**src/rtl/alu_pkg.sv**
```systemverilog
// Shared types for the sequential ALU: opcode encoding and FSM states.
package alu_pkg;

  typedef enum logic [2:0] {
    OP_AND = 3'd0,
    OP_OR  = 3'd1,
    OP_XOR = 3'd2,
    OP_ADD = 3'd3,
    OP_SUB = 3'd4,
    OP_SHL = 3'd5,
    OP_SHR = 3'd6,
    OP_MUL = 3'd7
  } alu_op_e;

  typedef enum logic [1:0] {
    ST_IDLE = 2'd0,
    ST_EXEC = 2'd1,
    ST_DONE = 2'd2
  } state_e;

endpackage

```
**src/rtl/alu_seq_unit_if.sv**
```systemverilog
// Request/response bundle of the sequential ALU.
//   master: start, A, B, select, cin out; busy, done, result, flags, seg in
//   slave : the mirror image, used by alu_seq_unit
interface alu_seq_unit_if #(
  parameter int unsigned N      = 8,
  parameter int unsigned DIGITS = N / 4
);

  logic                  start;
  logic [N-1:0]          A;
  logic [N-1:0]          B;
  logic [2:0]            select;
  logic                  cin;
  logic                  busy;
  logic                  done;
  logic [N-1:0]          result;
  logic                  cout;
  logic                  carry_flag;
  logic                  overflow;
  logic                  negative;
  logic                  zero;
  logic [7*DIGITS-1:0]   seg;

  modport master (
    output start, A, B, select, cin,
    input  busy, done, result, cout, carry_flag, overflow, negative, zero, seg
  );

  modport slave (
    input  start, A, B, select, cin,
    output busy, done, result, cout, carry_flag, overflow, negative, zero, seg
  );

endinterface

```
**src/rtl/hex_to_seg.sv**
```systemverilog
// Hex nibble to active-high seven-segment pattern, bit order a..g MSB to LSB.
//   nibble : 4-bit value to display
//   seg_c  : segment pattern {a,b,c,d,e,f,g}
module hex_to_seg (
  input  logic [3:0] nibble,
  output logic [6:0] seg_c
);

  always_comb begin
    seg_c = 7'h7E;
    case (nibble)
      4'h0: seg_c = 7'h7E;
      4'h1: seg_c = 7'h30;
      4'h2: seg_c = 7'h6D;
      4'h3: seg_c = 7'h79;
      4'h4: seg_c = 7'h33;
      4'h5: seg_c = 7'h5B;
      4'h6: seg_c = 7'h5F;
      4'h7: seg_c = 7'h70;
      4'h8: seg_c = 7'h7F;
      4'h9: seg_c = 7'h7B;
      4'hA: seg_c = 7'h77;
      4'hB: seg_c = 7'h1F;
      4'hC: seg_c = 7'h4E;
      4'hD: seg_c = 7'h3D;
      4'hE: seg_c = 7'h4F;
      4'hF: seg_c = 7'h47;
      default: seg_c = 7'h7E;
    endcase
  end

endmodule

```
**src/rtl/alu_seq_unit.sv**
```systemverilog
// Sequential ALU: logic/add/sub finish in one cycle, shifts take one bit per
// cycle, multiply is shift-add over N cycles. Result and flags are registered
// and shown in hex on DIGITS seven-segment digits.
//   clk, rst : clock, synchronous active-high reset
//   bus      : slave side of alu_seq_unit_if (request in, result/flags/seg out)
module alu_seq_unit
  import alu_pkg::*;
#(
  parameter int unsigned N      = 8,
  parameter int unsigned DIGITS = N / 4
) (
  input logic           clk,
  input logic           rst,
  alu_seq_unit_if.slave bus
);

  localparam int unsigned CW    = $clog2(N + 1);
  localparam logic [N-1:0] N_VAL = N'(N);

  state_e          state_q, state_n;
  alu_op_e         op_q, op_n, sel_c;
  logic [N-1:0]    acc_q, acc_n;
  logic [N-1:0]    mcand_q, mcand_n;
  logic [N-1:0]    mplier_q, mplier_n;
  logic [CW-1:0]   cnt_q, cnt_n, shamt_c;
  logic [N:0]      sum_c, diff_c;
  logic            wr_c, cout_c, ovf_c;
  logic [N-1:0]    res_c;

  logic [N-1:0]    result_q;
  logic            cout_q, carry_q, ovf_q, neg_q, zero_q, busy_q, done_q;
  logic [7*DIGITS-1:0] seg_c;

  // Single-cycle arithmetic on the live request; borrow-out lands in bit N.
  always_comb begin
    sel_c   = alu_op_e'(bus.select);
    sum_c   = {1'b0, bus.A} + {1'b0, bus.B} + {{N{1'b0}}, bus.cin};
    diff_c  = {1'b0, bus.A} - {1'b0, bus.B} - {{N{1'b0}}, bus.cin};
    shamt_c = CW'(bus.B % N_VAL);
  end

  // Next-state, datapath step and result write enable.
  always_comb begin
    state_n  = state_q;
    op_n     = op_q;
    acc_n    = acc_q;
    mcand_n  = mcand_q;
    mplier_n = mplier_q;
    cnt_n    = cnt_q;
    wr_c     = 1'b0;
    res_c    = '0;
    cout_c   = 1'b0;
    ovf_c    = 1'b0;
    case (state_q)
      ST_IDLE: begin
        if (bus.start) begin
          op_n    = sel_c;
          state_n = ST_DONE;
          case (sel_c)
            OP_AND: begin wr_c = 1'b1; res_c = bus.A & bus.B; end
            OP_OR:  begin wr_c = 1'b1; res_c = bus.A | bus.B; end
            OP_XOR: begin wr_c = 1'b1; res_c = bus.A ^ bus.B; end
            OP_ADD: begin
              wr_c   = 1'b1;
              res_c  = sum_c[N-1:0];
              cout_c = sum_c[N];
              ovf_c  = (bus.A[N-1] == bus.B[N-1]) && (sum_c[N-1] != bus.A[N-1]);
            end
            OP_SUB: begin
              wr_c   = 1'b1;
              res_c  = diff_c[N-1:0];
              cout_c = diff_c[N];
              ovf_c  = (bus.A[N-1] != bus.B[N-1]) && (diff_c[N-1] != bus.A[N-1]);
            end
            OP_SHL, OP_SHR: begin
              // Zero shift completes like a single-cycle op returning A.
              if (shamt_c == '0) begin
                wr_c  = 1'b1;
                res_c = bus.A;
              end else begin
                acc_n   = bus.A;
                cnt_n   = shamt_c;
                state_n = ST_EXEC;
              end
            end
            OP_MUL: begin
              acc_n    = '0;
              mcand_n  = bus.A;
              mplier_n = bus.B;
              cnt_n    = CW'(N);
              state_n  = ST_EXEC;
            end
            default: ;
          endcase
        end
      end
      ST_EXEC: begin
        cnt_n = cnt_q - CW'(1);
        case (op_q)
          OP_SHL: acc_n = acc_q << 1;
          OP_SHR: acc_n = acc_q >> 1;
          OP_MUL: begin
            acc_n    = acc_q + (mplier_q[0] ? mcand_q : '0);
            mcand_n  = mcand_q << 1;
            mplier_n = mplier_q >> 1;
          end
          default: ;
        endcase
        // Last step writes the freshly computed value straight to result.
        if (cnt_q == CW'(1)) begin
          wr_c    = 1'b1;
          res_c   = acc_n;
          state_n = ST_DONE;
        end
      end
      ST_DONE: state_n = ST_IDLE;
      default: state_n = ST_IDLE;
    endcase
  end

  // FSM state register.
  always_ff @(posedge clk) begin
    if (rst) state_q <= ST_IDLE;
    else     state_q <= state_n;
  end

  // Datapath, result and flag registers; busy/done follow the next state.
  always_ff @(posedge clk) begin
    if (rst) begin
      op_q     <= OP_AND;
      acc_q    <= '0;
      mcand_q  <= '0;
      mplier_q <= '0;
      cnt_q    <= '0;
      result_q <= '0;
      cout_q   <= 1'b0;
      carry_q  <= 1'b0;
      ovf_q    <= 1'b0;
      neg_q    <= 1'b0;
      zero_q   <= 1'b0;
      busy_q   <= 1'b0;
      done_q   <= 1'b0;
    end else begin
      op_q     <= op_n;
      acc_q    <= acc_n;
      mcand_q  <= mcand_n;
      mplier_q <= mplier_n;
      cnt_q    <= cnt_n;
      busy_q   <= (state_n != ST_IDLE);
      done_q   <= (state_n == ST_DONE);
      if (wr_c) begin
        result_q <= res_c;
        cout_q   <= cout_c;
        carry_q  <= cout_c;
        ovf_q    <= ovf_c;
        neg_q    <= res_c[N-1];
        zero_q   <= (res_c == '0);
      end
    end
  end

  for (genvar k = 0; k < DIGITS; k++) begin : g_digit
    hex_to_seg u_hex (
      .nibble (result_q[4*k+3:4*k]),
      .seg_c  (seg_c[7*k+6:7*k])
    );
  end

  assign bus.seg        = seg_c;
  assign bus.result     = result_q;
  assign bus.cout       = cout_q;
  assign bus.carry_flag = carry_q;
  assign bus.overflow   = ovf_q;
  assign bus.negative   = neg_q;
  assign bus.zero       = zero_q;
  assign bus.busy       = busy_q;
  assign bus.done       = done_q;

endmodule

```
**src/flat_wrapper.sv**
```systemverilog
// flat-port wrapper written by rule: the top's interface ports become plain ports
module alu_seq_unit_flat import alu_pkg::*;
#(
  parameter int unsigned N      = 8,
  parameter int unsigned DIGITS = N / 4
)
  (clk, rst, bus_start, bus_A, bus_B, bus_select, bus_cin, bus_busy, bus_done, bus_result, bus_cout, bus_carry_flag, bus_overflow, bus_negative, bus_zero, bus_seg);
  alu_seq_unit_if #(.N(N), .DIGITS(DIGITS)) bus_i ();
  input logic clk;
  input logic rst;
  input wire logic [$bits(bus_i.start)-1:0] bus_start;
  input wire logic [$bits(bus_i.A)-1:0] bus_A;
  input wire logic [$bits(bus_i.B)-1:0] bus_B;
  input wire logic [$bits(bus_i.select)-1:0] bus_select;
  input wire logic [$bits(bus_i.cin)-1:0] bus_cin;
  output wire logic [$bits(bus_i.busy)-1:0] bus_busy;
  output wire logic [$bits(bus_i.done)-1:0] bus_done;
  output wire logic [$bits(bus_i.result)-1:0] bus_result;
  output wire logic [$bits(bus_i.cout)-1:0] bus_cout;
  output wire logic [$bits(bus_i.carry_flag)-1:0] bus_carry_flag;
  output wire logic [$bits(bus_i.overflow)-1:0] bus_overflow;
  output wire logic [$bits(bus_i.negative)-1:0] bus_negative;
  output wire logic [$bits(bus_i.zero)-1:0] bus_zero;
  output wire logic [$bits(bus_i.seg)-1:0] bus_seg;
  assign bus_i.start = bus_start;
  assign bus_i.A = bus_A;
  assign bus_i.B = bus_B;
  assign bus_i.select = bus_select;
  assign bus_i.cin = bus_cin;
  assign bus_busy = bus_i.busy;
  assign bus_done = bus_i.done;
  assign bus_result = bus_i.result;
  assign bus_cout = bus_i.cout;
  assign bus_carry_flag = bus_i.carry_flag;
  assign bus_overflow = bus_i.overflow;
  assign bus_negative = bus_i.negative;
  assign bus_zero = bus_i.zero;
  assign bus_seg = bus_i.seg;
  alu_seq_unit #(.N(N), .DIGITS(DIGITS)) u_core (.clk(clk), .rst(rst), .bus(bus_i));
endmodule
```
**config.mk**
```make
export PLATFORM = sky130hd
export DESIGN_NAME = alu_seq_unit_flat
export DESIGN_NICKNAME = d
export VERILOG_FILES = /design/src/rtl/alu_pkg.sv /design/src/rtl/alu_seq_unit_if.sv /design/src/rtl/hex_to_seg.sv /design/src/rtl/alu_seq_unit.sv /design/src/flat_wrapper.sv
export SDC_FILE = /design/constraint.sdc
export NUM_CORES = 1
export LEC_CHECK = 0
export ABC_AREA = 1
export BUFFER_PORTS_ARGS = -buffer_cell sky130_fd_sc_hd__buf_2
export CAP_MARGIN = 25
export CORE_AREA = 5 5 127 129
export DETAILED_ROUTE_END_ITERATION = 8
export DIE_AREA = 0 0 132 134
export PLACE_DENSITY = 0.54
export SLEW_MARGIN = 20
export SYNTH_ARGS = -nofsm -noshare
export SYNTH_HDL_FRONTEND = slang
export SYNTH_SLANG_ARGS = --single-unit
```
**constraint.sdc**
```tcl
create_clock -name clk -period 3.4 [get_ports clk]
set_input_delay 0.34 -clock clk [delete_from_list [all_inputs] [get_ports clk]]
set_output_delay 0.34 -clock clk [all_outputs]
set_load 0.01 [all_outputs]
```
=== After elaboration in Yosys (flattened, before gate mapping) ===
Memory sizes are Yosys's and may differ from the RTL's. A register that Yosys moved wholly into a read port is not among the register bits.
Cells that the tools add are included.

* Bits in read-only memories: 224
* Bits in registers: 47
* Word-level logic and storage cells: 102
* Input port bits: 23
* Output and inout bits: 29
* Memories: 2

* Equal/unequal tests: 22
* Reduce and logical (&&, ||, !) cells: 13
* Add/sub/neg operators: 6
* Bitwise operators: 3
* Mux-type cells: 43

{| class="wikitable"
|+ Memory list
! name !! words !! bits a word !! read ports !! clocked after Yosys merged registers in !! write ports !! RTL line !! RTL
|-
| (no name shown) || 16 || 7 || 1 || 1 || 0 || hex_to_seg.sv:11 || <nowiki>case (nibble)</nowiki>
|-
| (no name shown) || 16 || 7 || 1 || 1 || 0 || hex_to_seg.sv:11 ||
|}

{| class="wikitable"
|+ Operators by type and width
! cell !! number
|-
| 8-bit 2-to-1 mux || 12
|-
| 8-bit case mux with 2 select lines || 5
|-
| 8-bit case mux with 6 select lines || 1
|-
| 4-bit 2-to-1 mux || 6
|-
| 8-bit case mux with 3 select lines || 1
|-
| 3-bit equality test, second input constant || 7
|-
| 4-bit case mux with 2 select lines || 2
|-
| 8-bit by 8-bit adder with 9-bit output || 1
|-
| 9-bit by 1-bit adder with 9-bit output || 1
|-
| 8-bit by 8-bit subtractor with 9-bit output || 1
|-
| 9-bit by 1-bit subtractor with 9-bit output || 1
|-
| 8-bit adder || 1
|-
| 8-bit AND || 1
|-
| 8-bit logical NOT || 1
|-
| 8-bit OR || 1
|-
| 1-bit case mux with 2 select lines || 4
|-
| 2-bit case mux with 2 select lines || 2
|-
| 4-bit AND reduction || 2
|-
| 8-bit XOR || 1
|-
| 1-bit 2-to-1 mux || 7
|-
| 3-bit by 2-bit equality test with 1-bit output, second input constant || 2
|-
| 2-bit 2-to-1 mux || 3
|-
| 2-bit != test, second input constant || 3
|-
| 3-bit != test, second input constant || 2
|-
| 15 further kinds || 19
|}

=== Longest topological paths before layout ===
Gate-level depths: netlist (run 1).

* Word-level depth: 7
* Depth in mapped cells: 22
* Mapped depth without buffers: 21

=== Cells and area by module ===
From an unflattened synthesis (run 1), not the netlist that was laid out.

* Cell total of the unflattened synthesis: 819
* Area, all modules: 4,972.3 um^2

{| class="wikitable"
|+ By module, submodules not included
! module !! seq. area each (um^2) !! cells each !! area an instance (um^2) !! instances
|-
| alu_seq_unit || 920.9 || 715 || 4,431.8 || 1
|-
| hex_to_seg || 0.0 || 52 || 270.3 || 2
|}

=== Worst setup path before layout (run 1) ===
Ideal clock, no wire load.

* Path type: input to register
* From: input bus_cin
* To: register, netlist name u_core.g_digit[1].u_hex.seg_c[3]
* Library setup time: 58 ps
* Cell stages on the path: 17
* Buffers on the path: 0
* Setup slack: 485 ps
* Required time: 3,342 ps
* Arrival time: 2,857 ps
* Cell sequence: inv_1 > fa_1 > fa_1 > o21ai_0 > nand2_1 > or2_2 > nand3_1 > nand3_1 > nand2_1 > nand3_1 > nand2_1 > inv_1 > ha_1 > nand3b_1 > nand2_1 > nand2_1 > nand2_1

* Cells in the longest elaborated chain, start to end: 6
* Elaborated cells on any way between the ends: 7
* Classes of those cells: add/sub: 2; mux: 5

{| class="wikitable"
|+ Ends and longest elaborated chain
! what !! RTL line !! RTL
|-
| start: declaration || flat_wrapper.sv:15 || <nowiki>input wire logic [$bits(bus_i.cin)-1:0] bus_cin;</nowiki>
|-
| 9-bit by 1-bit subtractor with 9-bit output / 9-bit by 1-bit adder with 9-bit output (equally long branches) || alu_seq_unit.sv:38, alu_seq_unit.sv:37 ||
|-
| 8-bit case mux with 6 select lines * || alu_seq_unit.sv:59 || <nowiki>case (sel_c)</nowiki>
|-
| 8-bit 2-to-1 mux * || alu_seq_unit.sv:56 || <nowiki>if (bus.start) begin</nowiki>
|-
| 8-bit case mux with 2 select lines * || alu_seq_unit.sv:54 || <nowiki>case (state_q)</nowiki>
|-
| 4-bit 2-to-1 mux (no line) * (2 in series) || - ||
|}

Mark *: on every way between the ends. The rest lies on a longest branch, timed or not.
A chain may end at the register's enable or synchronous reset.

=== Worst setup path in the final report (run 1) ===
* From: register u_core.mplier_q[0]
* To: register, netlist name u_core.g_digit[1].u_hex.seg_c[3]

* Cells in the longest elaborated chain, start to end: 7

{| class="wikitable"
|+ Ends and longest elaborated chain
! what !! RTL line !! RTL
|-
| start: declaration || alu_seq_unit.sv:24 || <nowiki>logic [N-1:0] mplier_q, mplier_n;</nowiki>
|-
| start signal: assignment || alu_seq_unit.sv:147 || <nowiki>mplier_q <= mplier_n;</nowiki>
|-
| 8-bit 2-to-1 mux || alu_seq_unit.sv:103 || <nowiki>acc_n = acc_q + (mplier_q[0] ? mcand_q : '0);</nowiki>
|-
| 8-bit adder || alu_seq_unit.sv:103 ||
|-
| 8-bit case mux with 3 select lines || alu_seq_unit.sv:99 || <nowiki>case (op_q)</nowiki>
|-
| 8-bit 2-to-1 mux || alu_seq_unit.sv:110 || <nowiki>if (cnt_q == CW'(1)) begin</nowiki>
|-
| 8-bit case mux with 2 select lines || alu_seq_unit.sv:54 ||
|-
| 4-bit 2-to-1 mux (no line) (2 in series) || - ||
|}

Every way passes these cells.

==> results of run 1 <==
## metrics by stage
| step | worst slack, ps | hold slack, ps | util |
|---|---|---|---|
| 5_1_grt | 11.6 | 348 | 0.398 |
| 6_report | 378 | 341 | 0.398 |
| 2_1_floorplan | 485 | 425 | - |
| 3_5_place_dp | 181 | 437 | 0.380 |
| 3_3_place_gp | 210 | 436 | 0.380 |
| 4_1_cts | 388 | 329 | 0.398 |
## per-layer routing
metal	up-vias	part of all wire	global-route usage
met1	2323	0.50	0.240
met3	15	0.043	0.0244
met4	0	0.018	0.0503
met2	123	0.44	0.258
li1	2744	-	-
met5	-	0	0
## cell usage after synthesis (8+ instances only)
| library cell | count | area share |
|---|---|---|
| nand3_1 | 83 | 0.079 |
| o21ai_1 | 9 | 0.0086 |
| nand3b_1 | 9 | 0.013 |
| nand4_1 | 9 | 0.011 |
| inv_1 | 121 | 0.087 |
| o21ai_0 | 45 | 0.043 |
| inv_2 | 12 | 0.0086 |
| nand2_1 | 219 | 0.16 |
| a21oi_1 | 34 | 0.033 |
| nor2_1 | 74 | 0.053 |
| clkbuf_1 | 8 | 0.0057 |
| dfxtp_1 | 60 | 0.23 |
| a31oi_1 | 9 | 0.011 |
| nand2_2 | 8 | 0.0096 |
| ha_1 | 53 | 0.13 |
## where the power goes
group / total [mW] / leakage [nW] / internal, mW / switching (mW)
Sequential: 0.834 / 0.494 / 0.786 / 0.0477
Clock: 0.845 / 0.128 / 0.514 / 0.331
Combinational: 0.722 / 2.46 / 0.255 / 0.467
Total: 2.40 / 3.08 / 1.56 / 0.845
## kinds of logic (layout without fill, tap and decap cells)
family / Yosys count / count (layout) / share of synthesized area
simple gates: 429 / 429 / 0.365
buf+inv: 159 / 215 / 0.126
compound gates: 118 / 118 / 0.130
flops: 60 / 60 / 0.229
fa+ha+maj: 58 / 58 / 0.146
xor+xnor: 2 / 2 / 0.00335
## worst paths after layout
| kind | start | end | depth (start not counted) |
|---|---|---|---|
| worst max register to register | u_core.mplier_q[0]$_SDFFE_PP0P_ | u_core.g_digit[1].u_hex.seg_c[3]$_DFF_P_ | 20 |
| worst max-delay path | u_core.mplier_q[0]$_SDFFE_PP0P_ | u_core.g_digit[1].u_hex.seg_c[3]$_DFF_P_ | 20 |
| worst min register to register | u_core.mplier_q[1]$_SDFFE_PP0P_ | u_core.mplier_q[1]$_SDFFE_PP0P_ | 2 |
| worst min-delay path | bus_start | u_core.bus.cout$_SDFFE_PP0P_ | 3 |
## worst reg2reg max path, delay by kind of cell (launching register included)
family	cells	cell delay (ps)
and+or+nand+nor	12	1220
adders and majority gates	3	840
DFF	1	490
buffers and inverters	4	350
AOI/OAI and AO/OA	1	70
## area by class of cell
cell class | count | area, µm²
tap | 188 | 235
timing repair buffer | 62 | 338
inverter | 137 | 519
clock buffer | 11 | 243
clock inverter | 5 | 36.3
multi-input combinational | 607 | 3370
sequential | 60 | 1200
fill | 1655 | 8970
## registers in the layout, indices dropped and copies added (netlist names)
name,cells
u_core.op_q,3
u_core.cnt_q,4
u_core.bus.busy,1
u_core.mplier_q,8
u_core.bus.cout,1
u_core.bus.result,8
u_core.bus.overflow,1
u_core.state_q,2
u_core.acc_q,8
u_core.mcand_q,8
u_core.g_digit.u_hex.seg_c,14
u_core.bus.done,1
u_core.bus.zero,1
==> tab_implementation.tex, run 1 <==
\begin{tabular}{lr}
\hline
Metric & Value \\
\hline
\multicolumn{2}{l}{\textbf{Cells and area}} \\
\quad Post-route cell area & 5950 µm² \\
\quad Nets & 958 \\
\quad Layout area overhead & 13.6\% \\
\quad \# diodes & 0 \\
\quad Layout cell share with drive strength beyond 1 & 0.145 \\
\quad Commonest non-fill, non-tap cell in the layout & nand2\_1 \\
\quad Highest-count cells in the layout ignoring fill and taps & nand2\_1 (219), inv\_1 (121), nand3\_1 (83) \\
\quad Filler-free cell count of the finished design & 1070 \\
\multicolumn{2}{l}{\textbf{Floorplanning}} \\
\quad Top-level I/O count & 52 \\
\quad Starting Density & 0.351 \\
\quad Chip height & 134 µm \\
\quad Num rows & 45 \\
\quad Standard cell core area & 14900 µm² \\
\quad Floorplan die area & 17700 µm² \\
\quad Chip Width & 132 µm \\
\multicolumn{2}{l}{\textbf{Logic synthesis}} \\
\quad Post-synthesis instance area & 5240 µm² \\
\quad Mapped Nets & 907 \\
\quad Seq cells post-synth & 60 \\
\quad Sequential element share of the synthesized area & 0.229 \\
\quad Synthesis warning total & 0 \\
\quad Main synth FF type & dfxtp\_1 \\
\quad Asr flop ratio synth & 0 \\
\quad Count of mapped cells out of synthesis & 826 \\
\quad Synthesized area per cell & 6.34 µm² \\
\quad Post-synth EDFFs & 0 \\
\quad Number of library cell types mapped by synthesis & 41 \\
\multicolumn{2}{l}{\textbf{Clock network}} \\
\quad Cts repair resizes & 0 \\
\quad Master cell of the clock root buffer & clkbuf\_16 \\
\quad TritonCTS clock tree & yes \\
\quad Clock transition at the registers of the reported paths & 60 ps \\
\quad Hold-fix buffers, CTS & 0 \\
\quad Number of post-CTS setup repair buffers & 0 \\
\quad Worst skew pair latency & 330 ps \\
\quad Maximum count of clock buffers along a single path & 2 \\
\quad Clk sink count & 60 \\
\quad H-tree depth reported by CTS & 3 \\
\quad Number of clock buffers inserted by TritonCTS & 9 \\
\multicolumn{2}{l}{\textbf{Timing}} \\
\quad Final setup fails & 0 \\
\quad Shortest clock period the worst path allows after layout & 3020 ps \\
\quad Setup repair after global routing missed its margin & false \\
\quad Final Hold Violating Endpoints & 0 \\
\quad Worst Clk Skew & 9.98 ps \\
\quad Total count of max-transition violations in the final report & 0 \\
\quad Max\_slew headroom & 0.572 \\
\quad Setup Total Neg Slack & 0 ps \\
\quad Ratio of final minimum period to clock period & 0.889 \\
\quad Highest clock frequency the design can meet & 0.331 GHz \\
\quad Slew of the pin with the lowest slew margin & 641 ps \\
\multicolumn{2}{l}{\textbf{Global route}} \\
\quad Antenna violations before repair & 0 \\
\quad Largest net degree at the start of global routing & 32 \\
\quad Vias in the first global route & 4726 \\
\quad Wire length of the first global-routing pass & 24200 µm \\
\quad Aggregate global routing overflow & 0 \\
\quad Overall routing resource usage & 0.167 \\
\multicolumn{2}{l}{\textbf{Power and ir drop}} \\
\quad Final Total Pwr & 2.40 mW \\
\quad Pleak & 3.08 nW \\
\quad Power density over the cells & 404 nW/µm² \\
\quad Worst supply voltage drop on vdd & 0.000198 V \\
\multicolumn{2}{l}{\textbf{Placement}} \\
\quad Number of port buffers & 51 \\
\quad Total cell area at the placement stage & 5670 µm² \\
\quad Sum of net half-perimeters after detailed placement & 11900 µm \\
\quad Cell Count Post-Placement & 1054 \\
\quad Weighted congestion at the end of routability-driven global placement & 0.890 \\
\multicolumn{2}{l}{\textbf{Critical path}} \\
\quad Worst EP required & 3670 ps \\
\quad Element type at the critical path start & register \\
\quad Element type at the critical path end & register \\
\quad Worst Path Max Fanout & 10 \\
\quad CP max stage cell & dfxtp\_1 \\
\quad Top delay family on crit path & simple AND/OR/NAND/NOR gates \\
\quad Buf/Inv on CP & 4 \\
\quad Cell Chain, Critical Path & nand2\_1 -> inv\_1 -> ha\_1 -> inv\_1 -> fa\_1 -> inv\_1 -> nand2\_1 -> nand2\_1 -> a21oi\_1 -> nand3b\_1 -> nand2\_1 -> nand3\_1 -> nand3\_1 -> nand2\_1 -> inv\_1 -> ha\_1 -> nand3b\_1 -> nand2\_1 -> nand2\_1 -> nand2\_1 \\
\quad Peak per-stage delay on the critical path & 490 ps \\
\quad Setup slack on the worst flop-to-flop path & 380 ps \\
\quad Path type of the worst setup path & register to register \\
\quad Top cell by count, worst path & nand2\_1 \\
\quad Endpoint arrival time on the critical path & 3290 ps \\
\multicolumn{2}{l}{\textbf{Routing}} \\
\quad Vias & 5205 \\
\quad Iter 0 DRT Violations & 357 \\
\quad Pre-antenna DRT Iters & 5 \\
\quad Routed wire length & 14900 µm \\
\quad DRC viols & 0 \\
\quad Mean number of vias per cell & 4.86 \\
\quad ANT nets after route & 0 \\
\quad Routed wire per std cell & 13.9 µm \\
\multicolumn{2}{l}{\textbf{Hold path}} \\
\quad Min-delay worst type & input port to register \\
\multicolumn{2}{l}{\textbf{Flow run}} \\
\quad Max capacitance violation total & 0 \\
\multicolumn{2}{l}{\textbf{Run status}} \\
\quad Status & complete, no violations \\
\hline
\end{tabular}
(Power assumes the default switching activity.)
==> inputs of run 2 (changes only) <==
--- a/config.mk
+++ b/config.mk
@@ -8,11 +8,10 @@
 export ABC_AREA = 1
 export BUFFER_PORTS_ARGS = -buffer_cell sky130_fd_sc_hd__buf_2
 export CAP_MARGIN = 25
-export CORE_AREA = 5 5 127 129
+export CORE_AREA = 2 2 111 113
 export DETAILED_ROUTE_END_ITERATION = 8
-export DIE_AREA = 0 0 132 134
-export PLACE_DENSITY = 0.54
-export SLEW_MARGIN = 20
+export DIE_AREA = 0 0 113 115
+export PLACE_DENSITY = 0.65
 export SYNTH_ARGS = -nofsm -noshare
 export SYNTH_HDL_FRONTEND = slang
 export SYNTH_SLANG_ARGS = --single-unit
==> run 2 against run 1 <==
Effect of this change:
- fmax rose by 5.2%
- clock-buffer cell count fell by 2
- clock power rose by 7.1%
- the run now ends with DRC left
- flip-flop and latch count did not move
==> tab_implementation.tex, run 2 (synthesis gave the netlist of run 1 again) <==
\begin{tabular}{lr}
\hline
Metric & Value \\
\hline
\multicolumn{2}{l}{\textbf{Run status}} \\
\quad Status & finished with violations (was complete, no violations) \\
\quad Violations in the final reports & DRC \\
\multicolumn{2}{l}{\textbf{Timing}} \\
\quad Total count of max-transition violations in the final report & 0 (unchanged) \\
\quad Setup repair after global routing missed its margin & false (unchanged) \\
\quad Max\_slew headroom & 0.579 (was 0.572) \\
\quad Shortest clock period the worst path allows after layout & 2870 ps (was 3020 ps) \\
\quad Final setup fails & 0 (unchanged) \\
\quad Worst Clk Skew & 6.75 ps (was 9.98 ps) \\
\quad Setup Total Neg Slack & 0 ps (unchanged) \\
\quad Ratio of final minimum period to clock period & 0.845 (was 0.889) \\
\quad Highest clock frequency the design can meet & 0.348 GHz (was 0.331 GHz) \\
\quad Final Hold Violating Endpoints & 0 (unchanged) \\
\quad Slew of the pin with the lowest slew margin & 631 ps (was 641 ps) \\
\multicolumn{2}{l}{\textbf{Floorplanning}} \\
\quad Chip height & 115 µm (was 134 µm) \\
\quad Top-level I/O count & 52 (unchanged) \\
\quad Standard cell core area & 11800 µm² (was 14900 µm²) \\
\quad Starting Density & 0.443 (was 0.351) \\
\quad Num rows & 40 (was 45) \\
\quad Floorplan die area & 13000 µm² (was 17700 µm²) \\
\quad Chip Width & 113 µm (was 132 µm) \\
\multicolumn{2}{l}{\textbf{Routing}} \\
\quad Vias & 5190 (was 5205) \\
\quad Pre-antenna DRT Iters & 7 (was 5) \\
\quad Top Metal Used & met4 (unchanged) \\
\quad DRC viols & 1 (was 0) \\
\quad ANT nets after route & 0 (unchanged) \\
\quad Routed wire length & 13700 µm (was 14900 µm) \\
\quad Detailed route wirelength on metal3 & 717 µm (was 646 µm) \\
\quad Routed wire per std cell & 13.4 µm (was 13.9 µm) \\
\quad Iter 0 DRT Violations & 411 (was 357) \\
\quad Routed met2 length & 6090 µm (was 6600 µm) \\
\quad Mean number of vias per cell & 5.05 (was 4.86) \\
\quad Wire length on met1 & 6810 µm (was 7390 µm) \\
\multicolumn{2}{l}{\textbf{Power and ir drop}} \\
\quad Power density over the cells & 415 nW/µm² (was 404 nW/µm²) \\
\quad Pleak & 3.10 nW (was 3.08 nW) \\
\quad Net switching power & 0.839 mW (was 0.845 mW) \\
\quad Worst supply voltage drop on vdd & 0.000245 V (was 0.000198 V) \\
\quad Share of total power in sequential cells & 0.340 (was 0.347) \\
\quad Switching fraction of total power & 0.342 (was 0.352) \\
\quad Gate power share & 0.291 (was 0.301) \\
\quad Final Total Pwr & 2.45 mW (was 2.40 mW) \\
\quad Internal power summed over all cells & 1.61 mW (was 1.56 mW) \\
\quad Clock share of power & 0.369 (was 0.352) \\
\multicolumn{2}{l}{\textbf{Global route}} \\
\quad Wire length of the first global-routing pass & 23100 µm (was 24200 µm) \\
\quad Vias in the first global route & 4653 (was 4726) \\
\quad Aggregate global routing overflow & 0 (unchanged) \\
\quad Overall routing resource usage & 0.219 (was 0.167) \\
\quad Largest net degree at the start of global routing & 32 (unchanged) \\
\quad Antenna violations before repair & 0 (unchanged) \\
\multicolumn{2}{l}{\textbf{Flow run}} \\
\quad Max capacitance violation total & 0 (unchanged) \\
\multicolumn{2}{l}{\textbf{Clock network}} \\
\quad Clk sink count & 60 (unchanged) \\
\quad TritonCTS clock tree & yes (unchanged) \\
\quad Worst skew pair latency & 320 ps (was 330 ps) \\
\quad Hold-fix buffers, CTS & 0 (unchanged) \\
\quad Maximum count of clock buffers along a single path & 2 (unchanged) \\
\quad Cts repair resizes & 0 (unchanged) \\
\quad Number of post-CTS setup repair buffers & 0 (unchanged) \\
\quad Clock transition at the registers of the reported paths & 50 ps (was 60 ps) \\
\quad H-tree depth reported by CTS & 3 (unchanged) \\
\quad Number of clock buffers inserted by TritonCTS & 9 (unchanged) \\
\quad Master cell of the clock root buffer & clkbuf\_16 (unchanged) \\
\multicolumn{2}{l}{\textbf{Placement}} \\
\quad Number of port buffers & 51 (unchanged) \\
\quad Total cell area at the placement stage & 5610 µm² (was 5670 µm²) \\
\quad Cell Count Post-Placement & 1012 (was 1054) \\
\quad Sum of net half-perimeters after detailed placement & 10800 µm (was 11900 µm) \\
\quad Weighted congestion at the end of routability-driven global placement & 0.939 (was 0.890) \\
\multicolumn{2}{l}{\textbf{Critical path}} \\
\quad Reg-to-reg endpoint & u\_core.g\_digit[1].u\_hex.seg\_c[3]\$\_DFF\_P\_ (unchanged) \\
\quad FF-to-FF path depth & 20 (unchanged) \\
\quad Buf/Inv on CP & 3 (was 4) \\
\quad Top delay family on crit path & adder cells (was simple AND/OR/NAND/NOR gates) \\
\quad Worst EP required & 3660 ps (was 3670 ps) \\
\quad Setup slack on the worst flop-to-flop path & 530 ps (was 380 ps) \\
\quad Element type at the critical path start & input port (was register) \\
\quad Reg2Reg Launch Point & u\_core.mcand\_q[0]\$\_SDFFE\_PP0P\_ (was u\_core.mplier\_q[0]\$\_SDFFE\_PP0P\_) \\
\quad Cell Chain, Critical Path & buf\_2 -> inv\_1 -> fa\_1 -> fa\_1 -> o21ai\_0 -> nand2\_1 -> or2\_2 -> nand3\_1 -> nand3\_1 -> nand2\_1 -> nand3\_1 -> nand2\_1 -> inv\_1 -> ha\_1 -> nand3b\_1 -> nand2\_1 -> nand2\_1 -> nand2\_1 (was nand2\_1 -> inv\_1 -> ha\_1 -> inv\_1 -> fa\_1 -> inv\_1 -> nand2\_1 -> nand2\_1 -> a21oi\_1 -> nand3b\_1 -> nand2\_1 -> nand3\_1 -> nand3\_1 -> nand2\_1 -> inv\_1 -> ha\_1 -> nand3b\_1 -> nand2\_1 -> nand2\_1 -> nand2\_1) \\
\quad Top cell by count, worst path & nand2\_1 (unchanged) \\
\quad Element type at the critical path end & register (unchanged) \\
\quad Worst Path Max Fanout & 4 (was 10) \\
\quad Path type of the worst setup path & input port to register (was register to register) \\
\quad Endpoint arrival time on the critical path & 3130 ps (was 3290 ps) \\
\quad Peak per-stage delay on the critical path & 470 ps (was 490 ps) \\
\quad CP max stage cell & fa\_1 (was dfxtp\_1) \\
\multicolumn{2}{l}{\textbf{Cells and area}} \\
\quad Layout area overhead & 12.9\% (was 13.6\%) \\
\quad Filler-free cell count of the finished design & 1028 (was 1070) \\
\quad Flip-flop count of the largest register after layout & 14 (unchanged) \\
\quad \# diodes & 0 (unchanged) \\
\quad \# fillers & 1256 (was 1655) \\
\quad Layout cell share with drive strength beyond 1 & 0.145 (about the same) \\
\quad Commonest non-fill, non-tap cell in the layout & nand2\_1 (unchanged) \\
\quad Highest-count cells in the layout ignoring fill and taps & nand2\_1 (219), inv\_1 (121), nand3\_1 (83) (unchanged) \\
\quad Nets & 957 (was 958) \\
\quad Post-route cell area & 5910 µm² (was 5950 µm²) \\
\quad Share of the core filled with cells & 0.500 (was 0.398) \\
\multicolumn{2}{l}{\textbf{Hold path}} \\
\quad Min-delay worst type & input port to register (unchanged) \\
\quad Hold path startpoint & bus\_start (unchanged) \\
\quad Hold Path End & u\_core.bus.overflow\$\_SDFFE\_PP0P\_ (was u\_core.bus.cout\$\_SDFFE\_PP0P\_) \\
\quad Cells on Worst Hold Path & 3 (unchanged) \\
\hline
\end{tabular}
==> run 2: changes by cell type in the layout (fill, tap and decap cells not counted), sizes merged <==
cell      change
clkinvlp      -3
clkbuf        -2
clkinv        +4
bufinv        +1
buf           -1
==> run 2: final cells by class <==
cell class	count	area [µm²]	area share
repair buffers	61	330	0.0559
well taps	147	184	0.0311
inverters	137	519	0.0879
clock buffers	9	225	0.0381
multi-input cells	607	3370	0.571
clock inverters	7	75.1	0.0127
flip-flops and latches	60	1200	0.203
==> run 2: layer usage <==
metal  GRT usage  vias up
met5           0        -
met4      0.0439        0
met3      0.0364       11
met2       0.347      125
met1       0.315     2313
li1            -     2741
==> run 2: worst register-to-register path, stage by stage (launching register included) <==
cell and delay [ps]:
dfxtp_1 380, nand2_1 70, inv_1 80, ha_1 200, inv_1 70, fa_1 390
inv_1 70, nand2_1 60, nand2_1 100, a21oi_1 70, nand3b_1 150, nand2_1 110
nand3_1 140, nand3_1 130, nand2_1 70, inv_1 120, ha_1 240, nand3b_1 170
nand2_1 80, nand2_1 50, nand2_1 60
==> run 2: worst max path at each step <==
stage | endpoint | cells past startpoint | slack (ps) | startpoint
2_1_floorplan | u_core.g_digit[1].u_hex.seg_c[3]$_DFF_P_ | 17 | 490 | bus_cin
3_3_place_gp | u_core.g_digit[1].u_hex.seg_c[3]$_DFF_P_ | 18 | 220 | bus_cin
3_5_place_dp | u_core.g_digit[1].u_hex.seg_c[3]$_DFF_P_ | 18 | 200 | bus_cin
4_1_cts | u_core.g_digit[1].u_hex.seg_c[3]$_DFF_P_ | 18 | 520 | bus_cin
5_1_grt | u_core.g_digit[1].u_hex.seg_c[3]$_DFF_P_ | 20 | 270 | u_core.mcand_q[0]$_SDFFE_PP0P_
6_report | u_core.g_digit[1].u_hex.seg_c[3]$_DFF_P_ | 18 | 530 | bus_cin
==> run 2: power groups by stage <==
stage | sequential [mW] | clock (mW) | combinational [mW]
floorplan | 0.859 | 0 | 0.503
global placement | 0.846 | 0 | 0.707
detailed placement | 0.847 | 0 | 0.708
CTS | 0.832 | 0.918 | 0.712
global route | 0.841 | 0.952 | 0.817
finish | 0.832 | 0.905 | 0.713
==> run 2: metrics by stage <==
stage	setup WS, ps	hold slack [ps]
CTS	520	318
detailed placement	196	442
global route	272	337
finish	529	321
global placement	224	435
floorplan	485	425
==> inputs of run 3 (changes only) <==
==> constraint.sdc (replaced) <==
create_clock -name clk -period 2.8 [get_ports clk]
set_input_delay 0.28 -clock clk [delete_from_list [all_inputs] [get_ports clk]]
set_output_delay 0.28 -clock clk [all_outputs]
set_load 0.01 [all_outputs]
==> run 3 against run 2 <==
Effect of this change:
- the run now ends clean
- critical path type is now register to register
- clock skew is 1.5 ps higher
- combinational power grew 33%
- via count grew 4.4%
- register-to-register slack lost 350 ps
- sequential power rose by 21%
- non-clock buffer count grew 41
- cell count rose by 4.0%
- die area unchanged
==> tab_implementation.tex, run 3 (synthesis gave the netlist of run 1 again) <==
\begin{tabular}{lr}
\hline
Metric & Value \\
\hline
\multicolumn{2}{l}{\textbf{Timing}} \\
\quad Highest clock frequency the design can meet & 0.381 GHz \\
\quad Ratio of final minimum period to clock period & 0.938 \\
\quad Slew of the pin with the lowest slew margin & 634 ps (was 631 ps) \\
\quad Shortest clock period the worst path allows after layout & 2630 ps \\
\quad Final Hold Violating Endpoints & 0 (unchanged) \\
\quad Final setup fails & 0 (unchanged) \\
\quad Max\_slew headroom & 0.577 (was 0.579) \\
\quad Total count of max-transition violations in the final report & 0 (unchanged) \\
\quad Worst Clk Skew & 8.29 ps (was 6.75 ps) \\
\quad Hold Worst Slack & 277 ps (was 321 ps) \\
\multicolumn{2}{l}{\textbf{Floorplanning}} \\
\quad Chip height & 115 µm (unchanged) \\
\quad Chip Width & 113 µm (unchanged) \\
\quad Floorplan die area & 13000 µm² (unchanged) \\
\quad Standard cell core area & 11800 µm² (unchanged) \\
\quad Num rows & 40 (unchanged) \\
\quad Top-level I/O count & 52 (unchanged) \\
\quad Starting Density & 0.443 (unchanged) \\
\multicolumn{2}{l}{\textbf{Critical path}} \\
\quad FF-to-FF path depth & 19 (was 20) \\
\quad Setup slack on the worst flop-to-flop path & 170 ps (was 530 ps) \\
\quad Element type at the critical path end & register (unchanged) \\
\quad Peak per-stage delay on the critical path & 500 ps (was 470 ps) \\
\quad Reg2Reg Launch Point & u\_core.mcand\_q[0]\$\_SDFFE\_PP0P\_ (unchanged) \\
\quad Element type at the critical path start & register (was input port) \\
\quad Worst EP required & 3070 ps (was 3660 ps) \\
\quad Cell Chain, Critical Path & nand2\_1 -> inv\_1 -> ha\_2 -> inv\_1 -> fa\_1 -> inv\_1 -> a21oi\_1 -> o211ai\_1 -> nand3\_1 -> nand2\_2 -> nor2\_4 -> nor2\_4 -> buf\_4 -> ha\_1 -> inv\_2 -> nand2\_2 -> o21ai\_2 -> nand2\_1 -> nand2\_1 (was buf\_2 -> inv\_1 -> fa\_1 -> fa\_1 -> o21ai\_0 -> nand2\_1 -> or2\_2 -> nand3\_1 -> nand3\_1 -> nand2\_1 -> nand3\_1 -> nand2\_1 -> inv\_1 -> ha\_1 -> nand3b\_1 -> nand2\_1 -> nand2\_1 -> nand2\_1) \\
\quad Reg-to-reg endpoint & u\_core.g\_digit[0].u\_hex.seg\_c[0]\$\_DFF\_P\_ (was u\_core.g\_digit[1].u\_hex.seg\_c[3]\$\_DFF\_P\_) \\
\quad CP max stage cell & fa\_1 (unchanged) \\
\quad Top delay family on crit path & adder cells (unchanged) \\
\quad Path type of the worst setup path & register to register (was input port to register) \\
\quad Buf/Inv on CP & 5 (was 3) \\
\quad Worst Path Max Fanout & 3 (was 4) \\
\quad Endpoint arrival time on the critical path & 2890 ps (was 3130 ps) \\
\multicolumn{2}{l}{\textbf{Hold path}} \\
\quad Hold Path End & u\_core.mplier\_q[7]\$\_SDFFE\_PP0P\_ (was u\_core.bus.overflow\$\_SDFFE\_PP0P\_) \\
\quad Cells on Worst Hold Path & 3 (unchanged) \\
\quad Hold path startpoint & bus\_B[7] (was bus\_start) \\
\quad Min-delay worst type & input port to register (unchanged) \\
\multicolumn{2}{l}{\textbf{Routing}} \\
\quad Pre-antenna DRT Iters & 5 (was 7) \\
\quad Routed wire length & 14100 µm (was 13700 µm) \\
\quad DRC viols & 0 (was 1) \\
\quad ANT nets after route & 0 (unchanged) \\
\quad Routed wire per std cell & 13.2 µm (was 13.4 µm) \\
\quad Vias & 5417 (was 5190) \\
\quad Iter 0 DRT Violations & 380 (was 411) \\
\quad Mean number of vias per cell & 5.07 (was 5.05) \\
\multicolumn{2}{l}{\textbf{Clock network}} \\
\quad H-tree depth reported by CTS & 3 (unchanged) \\
\quad Hold-fix buffers, CTS & 0 (unchanged) \\
\quad TritonCTS clock tree & yes (unchanged) \\
\quad Master cell of the clock root buffer & clkbuf\_16 (unchanged) \\
\quad Number of clock buffers inserted by TritonCTS & 9 (unchanged) \\
\quad Clock transition at the registers of the reported paths & 50 ps (about the same) \\
\quad Maximum count of clock buffers along a single path & 2 (unchanged) \\
\quad Worst skew pair latency & 330 ps (was 320 ps) \\
\quad Clk sink count & 60 (unchanged) \\
\multicolumn{2}{l}{\textbf{Global route}} \\
\quad Overall routing resource usage & 0.220 (was 0.219) \\
\quad Wire length of the first global-routing pass & 23200 µm (was 23100 µm) \\
\quad Antenna violations before repair & 0 (unchanged) \\
\quad Largest net degree at the start of global routing & 32 (unchanged) \\
\quad Vias in the first global route & 4775 (was 4653) \\
\quad Aggregate global routing overflow & 0 (unchanged) \\
\multicolumn{2}{l}{\textbf{Cells and area}} \\
\quad Layout cell share with drive strength beyond 1 & 0.206 (was 0.145) \\
\quad Filler-free cell count of the finished design & 1069 (was 1028) \\
\quad Share of the core filled with cells & 0.533 (was 0.500) \\
\quad Flip-flop count of the largest register after layout & 14 (unchanged) \\
\quad Nets & 998 (was 957) \\
\quad \# diodes & 0 (unchanged) \\
\quad Highest-count cells in the layout ignoring fill and taps & nand2\_1 (213), inv\_1 (118), nand3\_1 (80) (was nand2\_1 (219), inv\_1 (121), nand3\_1 (83)) \\
\quad Layout area overhead & 20.3\% (was 12.9\%) \\
\quad Commonest non-fill, non-tap cell in the layout & nand2\_1 (unchanged) \\
\multicolumn{2}{l}{\textbf{Run status}} \\
\quad Status & complete, no violations (was finished with violations) \\
\multicolumn{2}{l}{\textbf{Placement}} \\
\quad Sum of net half-perimeters after detailed placement & 11300 µm (was 10800 µm) \\
\quad Number of port buffers & 51 (unchanged) \\
\quad Cell Count Post-Placement & 1050 (was 1012) \\
\quad Weighted congestion at the end of routability-driven global placement & 0.909 (was 0.939) \\
\multicolumn{2}{l}{\textbf{Flow run}} \\
\quad Max capacitance violation total & 0 (unchanged) \\
\multicolumn{2}{l}{\textbf{Power and ir drop}} \\
\quad Worst supply voltage drop on vdd & 0.000377 V (was 0.000245 V) \\
\quad Power density over the cells & 486 nW/µm² (was 415 nW/µm²) \\
\quad Pleak & 3.28 nW (was 3.10 nW) \\
\hline
\end{tabular}
[run 3: cell count changes in the layout (fill, tap and decap cells not counted), sizes merged]
cell	previous run	this run
clkinv	7	4
clkinvlp	0	3
buf	61	102
[run 3: area by class of cell]
class / instances / area, µm²
Fill cell: 1195 / 5510
Multi-Input combinational cell: 607 / 3450
Sequential cell: 60 / 1200
Timing Repair Buffer: 102 / 642
Inverter: 137 / 519
Clock buffer: 9 / 225
Tap cell: 147 / 184
Clock inverter: 7 / 75.1
[run 3: worst register-to-register path: cells and delay by family (launching register included)]
| family | cells | cell delay (ps) |
|---|---|---|
| AND/OR/NAND/NOR | 8 | 700 |
| adder cells (fa/ha/maj) | 3 | 860 |
| AO/OA/AOI/OAI | 3 | 320 |
| flip-flops | 1 | 320 |
| buffers and inverters | 5 | 370 |
[run 3: power breakdown]
group          switching [mW]  internal (mW)  total, mW
Sequential             0.0544          0.955       1.01
Clock                   0.411          0.691       1.10
Combinational           0.582          0.365      0.948
[run 3: through the flow]
step / instance area (µm²) / TNS, ps / power, mW / setup WS (ps)
finish: 6300 / 0 / 3.06 / 175
global route: 6300 / -17.2 / 3.25 / -9.22
CTS: 6200 / 0 / 3.06 / 46.6
detailed placement: 5900 / -1460 / 1.95 / -206
global placement: 5900 / -981 / 1.95 / -153
floorplan: 5240 / 0 / 1.65 / 43.7
[run 3: worst max path at each step]
stage	start	end	slack, ps	cells past startpoint
after floorplan	bus_cin	u_core.g_digit[1].u_hex.seg_c[3]$_DFF_P_	40	17
after global placement	bus_cin	u_core.g_digit[1].u_hex.seg_c[3]$_DFF_P_	-150	18
after detailed placement	bus_cin	u_core.g_digit[1].u_hex.seg_c[5]$_DFF_P_	-210	17
after CTS	u_core.mcand_q[0]$_SDFFE_PP0P_	u_core.g_digit[1].u_hex.seg_c[0]$_DFF_P_	50	22
after global routing	u_core.mcand_q[0]$_SDFFE_PP0P_	u_core.g_digit[0].u_hex.seg_c[0]$_DFF_P_	-9	19
final	u_core.mcand_q[0]$_SDFFE_PP0P_	u_core.g_digit[0].u_hex.seg_c[0]$_DFF_P_	170	19
[run 3: repair_timing]
item                                    in CTS  in global routing
setup buffers                                0                  3
endpoints found under the hold margin        0                  0
endpoints found under the setup margin       0                 12
gates resized for setup                      0                 23
[run 3: routing by layer]
layer / vias up / GRT usage / share of wire
li1: 2826 / - / -
met3: 11 / 0.0290 / 0.052
met4: 0 / 0.0496 / 0.013
met5: - / 0 / 0
met2: 157 / 0.351 / 0.45
met1: 2423 / 0.318 / 0.49
